**src/rtl/sensor_round_sequencer.sv**
```systemverilog
// sensor_round_sequencer
// Autonomous sequencer for sensor_ctrl. It arms the sensor, waits for buffer-full,
// drains N words onto a valid/ready stream, pulses clear and optionally rests for a
// programmed number of cycles before starting the next round.
module sensor_round_sequencer #(
  parameter int DEPTH    = 64,
  parameter int PERIOD_W = 16
) (
  input  logic                     ACLK,
  input  logic                     ARESETn,
  input  logic                     cfg_start,
  input  logic                     cfg_stop,
  input  logic [6:0]               cfg_count,
  input  logic [PERIOD_W-1:0]      cfg_period,
  output logic                     sctrl_en,
  output logic                     sctrl_clear,
  output logic [$clog2(DEPTH)-1:0] sctrl_addr,
  input  logic                     sctrl_interrupt,
  input  logic [31:0]              sctrl_out,
  output logic                     m_valid,
  output logic [31:0]              m_data,
  output logic                     m_last,
  input  logic                     m_ready,
  output logic                     busy,
  output logic                     round_done,
  output logic [15:0]              round_cnt
);

  localparam int AW = $clog2(DEPTH);
  localparam int CW = 7;

  typedef enum logic [2:0] {
    IDLE,
    ARM,
    READ,
    CLEAR,
    WAIT
  } state_t;

  state_t              state_q;
  state_t              state_d;
  logic [CW-1:0]       n_q;
  logic [PERIOD_W-1:0] period_q;
  logic [PERIOD_W-1:0] wait_q;
  logic [AW-1:0]       addr_q;
  logic                stop_q;
  logic                abort_q;
  logic [15:0]         round_cnt_q;

  logic                stop_any;
  logic                beat_last;
  logic [CW-1:0]       n_eff;

  // A stop request counts whether it arrives this cycle or was latched earlier.
  assign stop_any  = cfg_stop | stop_q;
  assign beat_last = (CW'(addr_q) == (n_q - CW'(1)));
  assign n_eff     = ((cfg_count == '0) || (cfg_count > CW'(DEPTH))) ? CW'(DEPTH) : cfg_count;
  assign round_cnt = round_cnt_q;

  // State register.
  always_ff @(posedge ACLK or negedge ARESETn) begin
    if (!ARESETn) begin
      state_q <= IDLE;
    end else begin
      state_q <= state_d;
    end
  end

  // Next-state decode; a stop in ARM or WAIT takes priority over other events.
  always_comb begin
    state_d = state_q;
    case (state_q)
      IDLE: begin
        if (cfg_start) state_d = ARM;
      end
      ARM: begin
        if (stop_any)             state_d = CLEAR;
        else if (sctrl_interrupt) state_d = READ;
      end
      READ: begin
        if (m_ready && beat_last) state_d = CLEAR;
      end
      CLEAR: begin
        if (stop_any || (period_q == '0)) state_d = IDLE;
        else                              state_d = WAIT;
      end
      WAIT: begin
        if (stop_any)                          state_d = CLEAR;
        else if (wait_q <= PERIOD_W'(1))       state_d = ARM;
      end
      default: state_d = IDLE;
    endcase
  end

  // Round bookkeeping: latched config, read address, rest counter, stop/abort flags, round count.
  always_ff @(posedge ACLK or negedge ARESETn) begin
    if (!ARESETn) begin
      n_q         <= '0;
      period_q    <= '0;
      wait_q      <= '0;
      addr_q      <= '0;
      stop_q      <= 1'b0;
      abort_q     <= 1'b0;
      round_cnt_q <= '0;
    end else begin
      if ((state_q == IDLE) && cfg_start) begin
        n_q         <= n_eff;
        period_q    <= cfg_period;
        round_cnt_q <= '0;
      end

      if ((state_q == CLEAR) && (state_d == IDLE)) begin
        stop_q <= 1'b0;
      end else if ((state_q != IDLE) && cfg_stop) begin
        stop_q <= 1'b1;
      end

      if ((state_q == ARM) && (state_d == READ)) begin
        addr_q <= '0;
      end else if ((state_q == READ) && m_ready) begin
        addr_q <= addr_q + AW'(1);
      end

      if ((state_d == CLEAR) && (state_q != CLEAR)) begin
        abort_q <= (state_q != READ);
      end

      if ((state_q == CLEAR) && !abort_q) begin
        round_cnt_q <= round_cnt_q + 16'd1;
      end

      if ((state_q == CLEAR) && (state_d == WAIT)) begin
        wait_q <= period_q;
      end else if (state_q == WAIT) begin
        wait_q <= wait_q - PERIOD_W'(1);
      end
    end
  end

  // Output decode from the registered state; the stream is only driven while draining.
  always_comb begin
    sctrl_en    = 1'b0;
    sctrl_clear = 1'b0;
    sctrl_addr  = '0;
    m_valid     = 1'b0;
    m_data      = '0;
    m_last      = 1'b0;
    busy        = (state_q != IDLE);
    round_done  = 1'b0;
    case (state_q)
      ARM: begin
        sctrl_en = 1'b1;
      end
      READ: begin
        sctrl_addr = addr_q;
        m_valid    = 1'b1;
        m_data     = sctrl_out;
        m_last     = beat_last;
      end
      CLEAR: begin
        sctrl_clear = 1'b1;
        round_done  = !abort_q;
      end
      default: begin
      end
    endcase
  end

endmodule

```
**config.mk**
```make
export PLATFORM = sky130hd
export DESIGN_NAME = sensor_round_sequencer
export DESIGN_NICKNAME = d
export VERILOG_FILES = /design/src/rtl/sensor_round_sequencer.sv
export SDC_FILE = /design/constraint.sdc
export NUM_CORES = 1
export LEC_CHECK = 0
export CORE_MARGIN = 2
export CORE_UTILIZATION = 47
export CTS_CLUSTER_SIZE = 8
export DETAILED_ROUTE_END_ITERATION = 10
export PLACE_DENSITY = 0.82
export SETUP_SLACK_MARGIN = 0.4
export SLEW_MARGIN = 20
export SYNTH_ARGS = -nofsm -noshare
export SYNTH_HDL_FRONTEND = slang
export SYNTH_SLANG_ARGS = --single-unit
```
**constraint.sdc**
```tcl
create_clock -name ACLK -period 5.3 [get_ports ACLK]
set_clock_uncertainty 0.1 [all_clocks]
set_input_delay 0.795 -clock ACLK [delete_from_list [all_inputs] [get_ports ACLK]]
set_output_delay 0.795 -clock ACLK [all_outputs]
set_load 0.01 [all_outputs]
```
; Yosys cells after proc, flatten, opt, wreduce, memory -nomap -nowiden
; Cells that the tools add are included.
[op_classes]
n_lt_le_gt_ge = 2
bitwise = 1
mux = 24
n_addsub = 4
n_reduce_logical = 21
eq_ne = 10
[op_table]
columns = operator, n
row1 = 2-to-1 mux 16 bit, 4
row2 = 2-to-1 mux 32 bit, 1
row3 = 2-to-1 mux 3 bit, 7
row4 = 2-to-1 mux 6 bit, 3
row5 = "adder 16 x 1 -> 16 bit, second input constant", 1
row6 = "less-or-equal comparator 16 x 1 -> 1 bit, second input constant", 1
row7 = zero test 16 bit, 1
row8 = "subtractor 16 x 1 -> 16 bit, second input constant", 1
row9 = case mux 3 bit (5 select lines), 1
row10 = "equality test 3 x 2 -> 1 bit, second input constant", 4
row11 = logical AND 1 bit, 9
row12 = nonzero test 2 bit, 4
row13 = equality test 6 x 7 -> 1 bit, 1
row14 = "> comparator 7 bit, second input constant", 1
row15 = zero test 7 bit, 1
row16 = 2-to-1 mux 1 bit, 7
row17 = 2-to-1 mux 7 bit, 1
row18 = "subtractor 7 x 1 -> 7 bit, second input constant", 1
row19 = "adder 6 x 1 -> 6 bit, second input constant", 1
row20 = "equality test 3 bit, second input constant", 2
row21 = zero test 3 bit, 2
row22 = "!= test 3 x 2 -> 1 bit, second input constant", 2
row23 = "equality test 3 x 1 -> 1 bit, second input constant", 1
row24 = nonzero test 3 bit, 1
row25 = other kinds (3), 4
[word_totals]
out_inout_bits = 60
elab_cells = 70
register_bits = 66
in_bits = 61

; Logic depth before layout (Yosys ltp)
; Gate-level depths: netlist of the first run.
[logic_depth]
ltp_word = 8
depth_mapped = 8
mapped_depth_nobuf = 7

; Worst setup path after synthesis of the first run
; No wires, ideal clock.
[synth_path]
path_type = register to output
from = register n_q[0]
to = output port m_last
required_time_ps = 4405
arrival_ps = 1891
path_buffers = 1
stages_incl_launch_ff = 8
path_slack_ps = 2514
cell_sequence = dfrtp_1 clkbuf_1 inv_1 ha_1 nor2b_1 or3_1 a31o_1 a311oi_2
[synth_via]
elab_chain_len = 3
[synth_lines]
columns = item, line_no
row1 = from (decl), 42  ; logic [CW-1:0] n_q;
row2 = from (signal assigned), 107  ; n_q <= n_eff;
row3 = subtractor 7 x 1 -> 7 bit, 56  ; assign beat_last = (CW'(addr_q) == (n_q - CW'(1)));
row4 = equality test 6 x 7 -> 1 bit, 56
row5 = 2-to-1 mux 1 bit, 150  ; case (state_q)
row6 = to (decl), 22  ; output logic m_last,
; Every way passes these cells.

; Worst setup path after layout of the first run
; Ends and elaborated chain as after synthesis.

==> results.md, run 1 <==
* Status: finished, final reports clean
* Longest Clk Path Bufs at 2
* Max stage delay on crit path at between 0.6 and 0.7 ns
* Final period utilization at 72.1%
* DR WL met2 at 4650 microns
* CTS clk-pin slew, worst paths at roughly 0.070 ns
* Initial Utilization at 48.2%
* Net count after synthesis at 456
* Routability cong. at between 0.8 and 0.9
* Worst-margin pin slew at 0.842 ns
* WL final at 9490 microns
* Post-Syn Instances at 390
* Leak at 2.16 nW
* Post-CTS Setup Bufs at 0
* Flip-flop and latch area at 0.00165 sq mm
* Num ports at approximately 120
* Final slew viol count at 0
* Hpwl dp at between 6000 and 7000 microns
* Design area at 0.00526 sq mm
* Fin crit period at ~3.8 ns
* Drt pass-1 iters at 4
* Main combinational cell family by area after synthesis: simple AND/OR/NAND/NOR gates
* Die area at 0.00858 sq mm
* Drt drc at 0
* RSZ-0062 raised after global routing: false
* Inserted Diodes at 0
* Max transition margin at 43.9%
* Fin. Hold Viols at 0
* First-pass GRT wire length at 15700 microns
* Met3 WL post-DR at 689 microns
* Chip Height at 92.6 microns
* Compound-Gate Fraction of Synth Area at 11.7%
* Worst IR drop on VDD at 228 uV
* Root buffer cell: clkbuf_8
* Die X at 92.6 microns
* Post-synth top flop: dfrtp_1
* Synth top cells by count: dfrtp_1 (66), nand2_1 (45), and2_1 (39)
* DP Area at 0.00497 sq mm
* Clock share of power at 24.4%
* H-tree depth at 3
* CP max FO at 7
* DR WL/cell at 15.5 microns
* Power per cell area at 449 mW/mm^2
* Critical-path cell list: inv_1, ha_1, nor2b_1, or3_1, a31o_1, a311oi_2, clkdlybuf4s50_1
* Total of warnings raised by yosys at 0
* Mux cell area share after synthesis at 6.31%
* Area leader, netlist: dfrtp_1
* Asr flop ratio synth at 100%
* Number of CTS-inserted buffers at 9
* Post-Route M1 WL at approximately 4000 microns
* Utilization after layout at 68.8%
* Core area at 0.00765 sq mm
* Critical Path AT at 2.93 ns
* MaxCap Viol Count at 0
* Grt ovf at 0
* Max Clk Rate at 0.262 GHz
* Combinational power share at 38.6%
* Post-route setup slack at 1.48 ns
* Clock Latency Late Sink at 0.35 ns
* Setup TNS at 0 ns
* Via/cell ratio at 5.50
* Top post-synthesis cells by area: dfrtp_1 (45%), and2_1 (6.6%), mux2_2 (5.5%), nand2_1 (4.6%), xnor2_1 (2.8%)
* CTS Hold Bufs at 0
* CTS tree: built
* Number of synthesized register bits at 66
* Synth Area in Adders at under 10%
* Worst setup EP type: output pin
* Fillers at 586
* Vias in the first global route at 3273
* Sequential fraction of design power at 37.0%
* Cell Area, Synth at between 0.003 and 0.004 sq mm
* Fin nets at 573
* Netlist cell types at 56
* Largest net degree at the start of global routing at 67
* Syn avg cell area at 9.46 sq um
* Startpoint types: register
* Share of layout cells above drive strength 1 at ~9.2%
* Post-route ant nets at 0
* Layout Area Growth over Synthesis at 42.6%
* Pre-CTS WS at 1.74 ns
* Initial antenna violation count at 0
* Setup-failing EPs final at 0
* Critical Path RT at 4.41 ns
* Clk sink count at 66
* Sw Pwr at 0.809 mW
* Worst hold path type: register to register
* Uppermost routed layer: met4
* Footprint of the multi-input gates at approximately 0.0019 sq mm
* Row cnt at 32
* 1st-iter DRT viols at a little over 200
* Critical path start-end classification: register to output pin
* Register area share after synthesis at between 40% and 50%
* Vias at 3376
* GRT Total Usage at 23.0%
* Synth Area in Simple Gates at 27.6%
* Sw Ratio at 34.3%
* Top cell type's share of synthesized area at 44.8%
* Most common cell in the synthesized netlist: dfrtp_1
* Resized cells post-CTS at 0
* Number of synthesized flops with an enable pin at 0
* I/O Buffers at 120
* Xor/xnor share of the synthesized area at 5.22%
* Pint at 1.55 mW
* Slowest cell on the critical path: clkdlybuf4s50_1
[sequential cells by signal, summed over array words and instances (netlist names)]
| signal | cells |
|---|---|
| abort_q | 1 |
| addr_q | 6 |
| n_q | 7 |
| period_q | 16 |
| round_cnt | 16 |
| state_q | 3 |
| stop_q | 1 |
| wait_q | 16 |
[layer usage]
| metal | track usage (%) | vias up |
|---|---|---|
| li1 | - | 1607 |
| met5 | 0 | - |
| met2 | 39.5 | 137 |
| met1 | 28.9 | 1619 |
| met3 | 4.15 | 13 |
| met4 | 8.96 | 0 |
[worst paths after layout]
path,slack (ns),depth (start not counted),from,endpoint
worst min-delay path,0.39,1,round_cnt[15]$_DFFE_PN0P_,round_cnt[15]$_DFFE_PN0P_
min in group asynchronous,0.53,2,ARESETn,period_q[8]$_DFFE_PN0P_
worst max-delay path,1.48,7,n_q[0]$_DFFE_PN0P_,m_last
worst min register to register,0.39,1,round_cnt[15]$_DFFE_PN0P_,round_cnt[15]$_DFFE_PN0P_
worst max register to register,2.93,7,n_q[0]$_DFFE_PN0P_,abort_q$_DFFE_PN0P_
max in group asynchronous,4.03,2,ARESETn,stop_q$_DFFE_PN0P_
[cell families after synthesis]
logic type | count (synthesis)
simple gates | 183
compound gates | 67
flops | 66
buf+inv | 26
xor+xnor | 22
mux | 21
fa+ha+maj | 5
[placed cells by master (no fill, tap or decap), types with 6 or more instances in the layout]
cell,count
o21ai_0,18
nand4_1,9
a21oi_1,6
nand2_1,45
and2_1,39
nand2b_1,8
inv_1,8
nand3_1,10
nor2_1,26
dfrtp_1,66
nor3_1,9
o21ai_1,14
xnor2_1,12
nor4_1,8
clkbuf_8,10
xor2_1,10
clkdlybuf4s50_1,119
mux2_2,18
[power groups by stage]
| stage | registers (mW) | clock network, mW | logic [mW] |
|---|---|---|---|
| floorplan | 0.813 | 0 | 0.598 |
| global placement | 0.870 | 0 | 0.876 |
| detailed placement | 0.879 | 0 | 0.897 |
| CTS | 0.871 | 0.584 | 0.907 |
| global route | 0.898 | 0.606 | 1.01 |
| finish | 0.874 | 0.577 | 0.911 |
[layout make-up]
cell class | instances | share of cell area (%)
timing repair buffer | 123 | 23.3
tap | 102 | 2.43
multi-input combinational | 298 | 37.0
inverter | 9 | 0.642
sequential | 66 | 31.4
clock inverter | 6 | 2.62
clock buffer | 10 | 2.62
[metrics by stage]
step | std cells | power (mW) | hold slack (ns)
2_1_floorplan | 390 | 1.41 | 0.372
6_report | 614 | 2.36 | 0.392
4_1_cts | 613 | 2.36 | 0.396
3_5_place_dp | 597 | 1.78 | 0.373
3_3_place_gp | 597 | 1.75 | 0.381
5_1_grt | 614 | 2.51 | 0.425
[worst max-delay path: cells and delay by family (launching register included)]
family / cells / cell delay (ns)
buffers and inverters: 2 / 0.69
AOI/OAI and AO/OA: 2 / 0.63
and+or+nand+nor: 2 / 0.51
DFF: 1 / 0.46
adders and majority gates: 1 / 0.28
No activity file was read; power rests on OpenSTA's default activity.
==> inputs of run 2 (changes only) <==
CORE_UTILIZATION = 46   (was 47)
PLACE_DENSITY = 0.8   (was 0.82)
clock period = 3.7 ns   (was 5.3 ns; I/O delays follow)
==> run 2 against run 1 <==
Global-route usage fell by 1.2 points; cell count unchanged; design area down 0.88%; largest power group unchanged; highest routed layer unchanged; sequential share of layout area increased by 0.30 points; combinational power is 43% higher; core utilization is 1.7 points lower; sequential power up 44%; critical path type unchanged; non-clock buffer count is the same.
==> results.md, run 2 (same netlist as run 1, synthesis figures left out) <==
* Die X at 93.6 microns (+1.0%)
* Worst IR drop on VDD at 312 uV (+37%)
* Power Total at 3.26 mW (+38%)
* Chip Height at 93.6 microns (+1.0%)
* Final slew viol count at 0 (unchanged)
* WL final at 9390 microns (-1.0%)
* Critical Path AT at 2.49 ns (-0.44 ns)
* Fin crit period at 3.14 ns
* Drt drc at 0 (unchanged)
* Die area at 0.00875 sq mm (+2.1%)
* Post-route setup slack at 0.559 ns (-0.920 ns)
* DR WL/cell at 15.3 microns (-1.0%)
* Initial Utilization at 47.5% (-0.75 points)
* Fin nets at 573 (unchanged)
* CTS tree: built
* Most common cell after layout, fill and taps aside: clkdlybuf4s50_1
* Setup-failing EPs final at 0 (unchanged)
* Grt ovf at 0 (unchanged)
* Clk sink count at 66 (unchanged)
* Num ports at 121 (unchanged)
* CTS Hold Bufs at 0 (unchanged)
* Fin. Hold Viols at 0 (unchanged)
* First-pass GRT wire length at 15100 microns (-3.7%)
* Share of layout cells above drive strength 1 at 9.38% (+0.20 points)
* Startpoint types: register
* Combinational power share at 39.7% (+1.1 points)
* Worst hold path type: primary input to async pin
* Worst-margin pin slew at 0.913 ns (+0.0713 ns)
* Max transition margin at 39.1% (-4.8 points)
* Setup TNS at 0 ns (unchanged)
* DP Area at 0.00498 sq mm (+0.15%)
* Footprint of the multi-input gates at 0.00195 sq mm (unchanged)
* Sw Ratio at 35.7% (+1.4 points)
* Vias in the first global route at 3191 (-2.5%)
* WHS at 0.255 ns (-0.137 ns)
* Vias at 3319 (-1.7%)
* Pre-CTS WS at 0.615 ns (-1.13 ns)
* Status: finished, final reports clean
* Number of CTS-inserted buffers at 9 (unchanged)
* Critical Path RT at 3.04 ns (-1.37 ns)
* Post-route ant nets at 0 (unchanged)
* Core area at 0.00777 sq mm (+1.6%)
* Clock share of power at 21.6% (-2.8 points)
* MaxCap Viol Count at 0 (unchanged)
* Inserted Diodes at 0 (unchanged)
* Sequential fraction of design power at 38.6% (+1.6 points)
* Fillers at 632 (+7.8%)
* Critical path start-end classification: register to output pin
* Largest net degree at the start of global routing at 42 (-37%)
* CP max FO at 23 (+16)
* Initial antenna violation count at 0 (unchanged)
* RSZ-0062 raised after global routing: false
* Power per cell area at 626 mW/mm^2 (+39%)
* Layout Area Growth over Synthesis at 41.3%
* Via/cell ratio at 5.41 (-1.7%)
* Worst setup EP type: output pin
* Flip-flop and latch area at 0.00165 sq mm (about the same)
* H-tree depth at 3 (unchanged)
* I/O Buffers at 120 (unchanged)
* Design area at 0.00521 sq mm (-0.88%)
* Hpwl dp at 7020 microns (+1.8%)
* Leak at 2.14 nW (-0.89%)
* Final period utilization at 84.9%
* Max Clk Rate at 0.318 GHz
* Clock Latency Late Sink at 0.34 ns (about the same)
* Row cnt at 32 (unchanged)
* Pint at 2.10 mW (+35%)
* Commonest cells after routing, fill and taps aside: clkdlybuf4s50_1 (118), dfrtp_1 (65), nand2_1 (45)
* 1st-iter DRT viols at 269 (+30%)
* Sw Pwr at 1.17 mW (+44%)
* GRT Total Usage at 21.8% (-1.2 points)
* Routability cong. at 0.796 (-5.9%)
* CTS clk-pin slew, worst paths at 0.08 ns (about the same)
* Root buffer cell: clkbuf_8
* Longest Clk Path Bufs at 2 (unchanged)
* Drt pass-1 iters at 4 (unchanged)
-- run 2: cell count changes in the layout (fill, tap and decap cells not counted), sizes merged --
| cell | change |
|---|---|
| inv | +1 |
| clkinv | -1 |
| dlygate4sd2 | +1 |
| clkbuf | +1 |
| clkinvlp | +1 |
| bufinv | -2 |
| clkdlybuf4s50 | -1 |
-- run 2: cell type report --
cell class / count / share of cell area, %
inverter: 9 / 0.648
clock buffer: 11 / 2.90
sequential: 66 / 31.7
multi-input combinational: 298 / 37.3
timing repair buffer: 123 / 23.4
clock inverter: 5 / 1.63
tap: 102 / 2.45
-- run 2: path summary, 6_finish.rpt --
path                       slack, ns  cells after the start                      start                         to
max                             0.56                      4       state_q[1]$_DFF_PN0_                 m_data[27]
min                             0.25                      1                    ARESETn         n_q[2]$_DFFE_PN0P_
max reg2reg                     1.28                      5       state_q[2]$_DFF_PN0_  round_cnt[10]$_DFFE_PN0P_
min reg2reg                     0.40                      1  round_cnt[15]$_DFFE_PN0P_  round_cnt[15]$_DFFE_PN0P_
max in group asynchronous       2.37                      2                    ARESETn    period_q[2]$_DFFE_PN0P_
min in group ACLK               0.40                      1  round_cnt[15]$_DFFE_PN0P_  round_cnt[15]$_DFFE_PN0P_
-- run 2: per-layer routing --
layer  share of wire, %  GRT usage [%]  vias up
met5                  0              0        -
met4                1.5           8.21        0
met1                 42           27.3     1572
met3                8.4           4.27       11
li1                   -              -     1606
met2                 48           37.5      130
-- run 2: critical path, stage by stage (launching register included) --
cell and delay [ns]:
dfrtp_1 0.50, nor3b_4 0.62, buf_4 0.32, and2_1 0.16
clkdlybuf4s50_1 0.54
-- run 2: power by group through the flow --
stage / clock network [mW] / logic, mW / registers, mW
detailed placement: 0 / 1.30 / 1.27
CTS: 0.715 / 1.31 / 1.26
floorplan: 0 / 0.857 / 1.16
global route: 0.752 / 1.43 / 1.30
finish: 0.706 / 1.30 / 1.26
global placement: 0 / 1.26 / 1.25
-- run 2: what timing repair did --
item,4_1_cts,5_1_grt
endpoints found under the setup margin,1,0
buffers inserted,0,0
gates resized for setup,2,0
-- run 2: stage by stage --
step / utilization, % / std cells
finish: 67.1 / 614
global route: 67.1 / 614
CTS: 67.1 / 614
detailed placement: 64.1 / 598
global placement: 64.1 / 598
floorplan: - / 390
==> inputs of run 3 (changes only) <==
CORE_UTILIZATION = 42   (was 46)
PLACE_DENSITY = 0.77   (was 0.8)
clock period = 2.7 ns   (was 3.7 ns; I/O delays follow)
==> run 3 against run 2 <==
Worst hold slack got worse by 0.24 ns; core utilization fell by 5.1 points; sequential share of layout area fell by 0.78 points; sequential power rose by 33%; setup slack got worse by 0.37 ns; sequential cell count did not move; register-to-register slack got worse by 0.72 ns.
==> results.md, run 3 (same netlist as run 1, synthesis figures left out) <==
* Status: finished, final reports clean
* Startpoint types: register
* CP max FO at 6 (-74%)
* Clk sink count at 66 (unchanged)
* Setup TNS at 0 ns (unchanged)
* Commonest cells after routing, fill and taps aside: clkdlybuf4s50_1 (75), dfrtp_1 (62), nand2_1 (45)
* Via/cell ratio at 5.34 (-1.2%)
* I/O Buffers at 120 (unchanged)
* Most common cell after layout, fill and taps aside: clkdlybuf4s50_1
* Worst r2r src: wait_q[4]$_DFFE_PN0P_
* Post-route ant nets at 0 (unchanged)
* 1st-iter DRT viols at 239 (-11%)
* Routability cong. at 0.850 (+6.7%)
* Drt pass-1 iters at 4 (unchanged)
* Inserted Diodes at 0 (unchanged)
* Worst Setup SP: n_q[1]$_DFFE_PN0P_
* Slowest cell on the critical path: or4_1
* Critical path start-end classification: register to output pin
* Setup-failing EPs final at 0 (unchanged)
* Largest net degree at the start of global routing at 41 (-2.4%)
* Critical Path RT at 2.19 ns (-0.85 ns)
* Num ports at 121 (unchanged)
* Initial antenna violation count at 0 (unchanged)
* Critical Path AT at 2.00 ns (-0.49 ns)
* Worst setup EP type: output pin
* Buffers & Inverters on Critical Path at 2 (unchanged)
* Leak at 2.42 nW (+13%)
* Clock Latency Late Sink at 0.34 ns (about the same)
* Post-route insts no fill at 637 (+3.7%)
* Chip Height at 97.7 microns (+4.5%)
* Vias at 3403 (+2.5%)
* WHS at 0.0183 ns (-0.237 ns)
* GRT Total Usage at 21.4% (-0.48 points)
* H-tree depth at 3 (unchanged)
* Critical-path cell list: inv_1, ha_4, o21ba_1, or4_1, a311oi_2, buf_2
* Final period utilization at 92.8%
* Max Clk Rate at 0.399 GHz
* Die X at 97.7 microns (+4.5%)
* Worst IR drop on VDD at 419 uV (+35%)
* Placed insts at 611 (+2.2%)
* Fin crit period at ~2.5 ns
* CTS Hold Bufs at 0 (unchanged)
* Initial Utilization at 42.7% (-4.8 points)
* Drt drc at 0 (unchanged)
* DR WL/cell at 15.5 microns (+1.1%)
* CTS tree: built
* Worst-margin pin slew at 0.720 ns (-0.193 ns)
* RSZ-0062 raised after global routing: true
* Flip-flop and latch area at 0.00166 sq mm (+0.23%)
* Footprint of the multi-input gates at 0.00200 sq mm (+3.0%)
* Longest Clk Path Bufs at 2 (unchanged)
* Root buffer cell: clkbuf_8
* Row cnt at 34 (+6.3%)
* Max stage delay on crit path at 0.42 ns (-0.20 ns)
* Vias in the first global route at 3453 (+8.2%)
* Worst path top cell family by delay: compound AO/OA/AOI/OAI gates
* Number of CTS-inserted buffers at 9 (unchanged)
* CTS clk-pin slew, worst paths at 0.07 ns (about the same)
* Worst hold path type: primary input to async pin
* Share of layout cells above drive strength 1 at 15.7% (+6.3 points)
* Die area at 0.00955 sq mm (+9.1%)
* Final slew viol count at 0 (unchanged)
* Fin. Hold Viols at 0 (unchanged)
* MaxCap Viol Count at 0 (unchanged)
* Layout Area Growth over Synthesis at 45.2%
* Max transition margin at 52.0% (+13 points)
* Fin nets at 591 (+3.1%)
* First-pass GRT wire length at 16600 microns (+10%)
* Fillers at 731 (+16%)
* Grt ovf at 0 (unchanged)
* Core area at 0.00864 sq mm (+11%)
* Power per cell area at 849 mW/mm^2 (+36%)
* WL final at 9850 microns (+4.9%)
* Hpwl dp at 7160 microns (+2.0%)
run 3: changes by cell type in the layout (fill, tap and decap cells not counted), sizes merged:
cell / change
inv: -1
dlygate4sd2: +26
clkdlybuf4s15: +2
buf: +19
dlymetal6s2s: +4
clkinvlp: -1
clkinv: +1
clkbuf: +11
bufinv: -1
clkdlybuf4s50: -43
run 3: power breakdown:
| part | internal (mW) | total [mW] | switching (mW) |
|---|---|---|---|
| combinational | 1.12 | 2.06 | 0.946 |
| sequential | 1.33 | 1.68 | 0.351 |
| clock | 0.444 | 0.803 | 0.359 |
| total | 2.89 | 4.55 | 1.66 |
run 3: worst paths after layout:
path                                             end  slack [ns]  cells after the start
min                          period_q[6]$_DFFE_PN0P_        0.02                      1
max                                           m_last        0.19                      6
min reg2reg                round_cnt[15]$_DFFE_PN0P_        0.38                      1
min in group ACLK          round_cnt[15]$_DFFE_PN0P_        0.38                      1
max reg2reg                   wait_q[15]$_DFFE_PN0P_        0.56                      5
max in group asynchronous       state_q[1]$_DFF_PN0_        1.83                      2
run 3: layer usage:
metal	up-vias	GRT usage (%)	part of all wire [%]
met2	144	36.2	49
met5	-	0	0
li1	1632	-	-
met4	0	9.51	2.6
met1	1605	26.8	42
met3	22	3.94	6.5
run 3: worst register-to-register path: stages (launching register included):
cell and delay [ns]:
dfrtp_1 0.43, or4_4 0.60, nor2_4 0.18, nand4b_1 0.13, mux2_2 0.29, a221o_1 0.29
run 3: metrics by stage:
stage | instance area (sq um) | util (%) | total power, mW | worst slack, ns
CTS | 5370 | 62.2 | 4.55 | 0.190
floorplan | 3690 | - | 2.77 | 0.436
detailed placement | 5050 | 58.5 | 3.56 | 0.0422
finish | 5360 | 62.0 | 4.55 | 0.193
global route | 5360 | 62.0 | 4.88 | 0.101
global placement | 5050 | 58.5 | 3.48 | 0.0920
run 3: area by class of cell:
cell class,count,share of cell area (%)
Clock buffer,12,2.71
Clock inverter,3,0.747
Inverter,9,0.631
Multi-Input combinational cell,298,37.4
Sequential cell,66,30.9
Tap cell,108,2.52
Timing Repair Buffer,141,25.1
run 3: timing repair:
| action | CTS | global route |
|---|---|---|
| gates cloned | 2 | 0 |
| gates resized for setup | 58 | 29 |
| pin swaps | 3 | 1 |
| setup buffers | 9 | 0 |
| endpoints found under the setup margin | 43 | 17 |
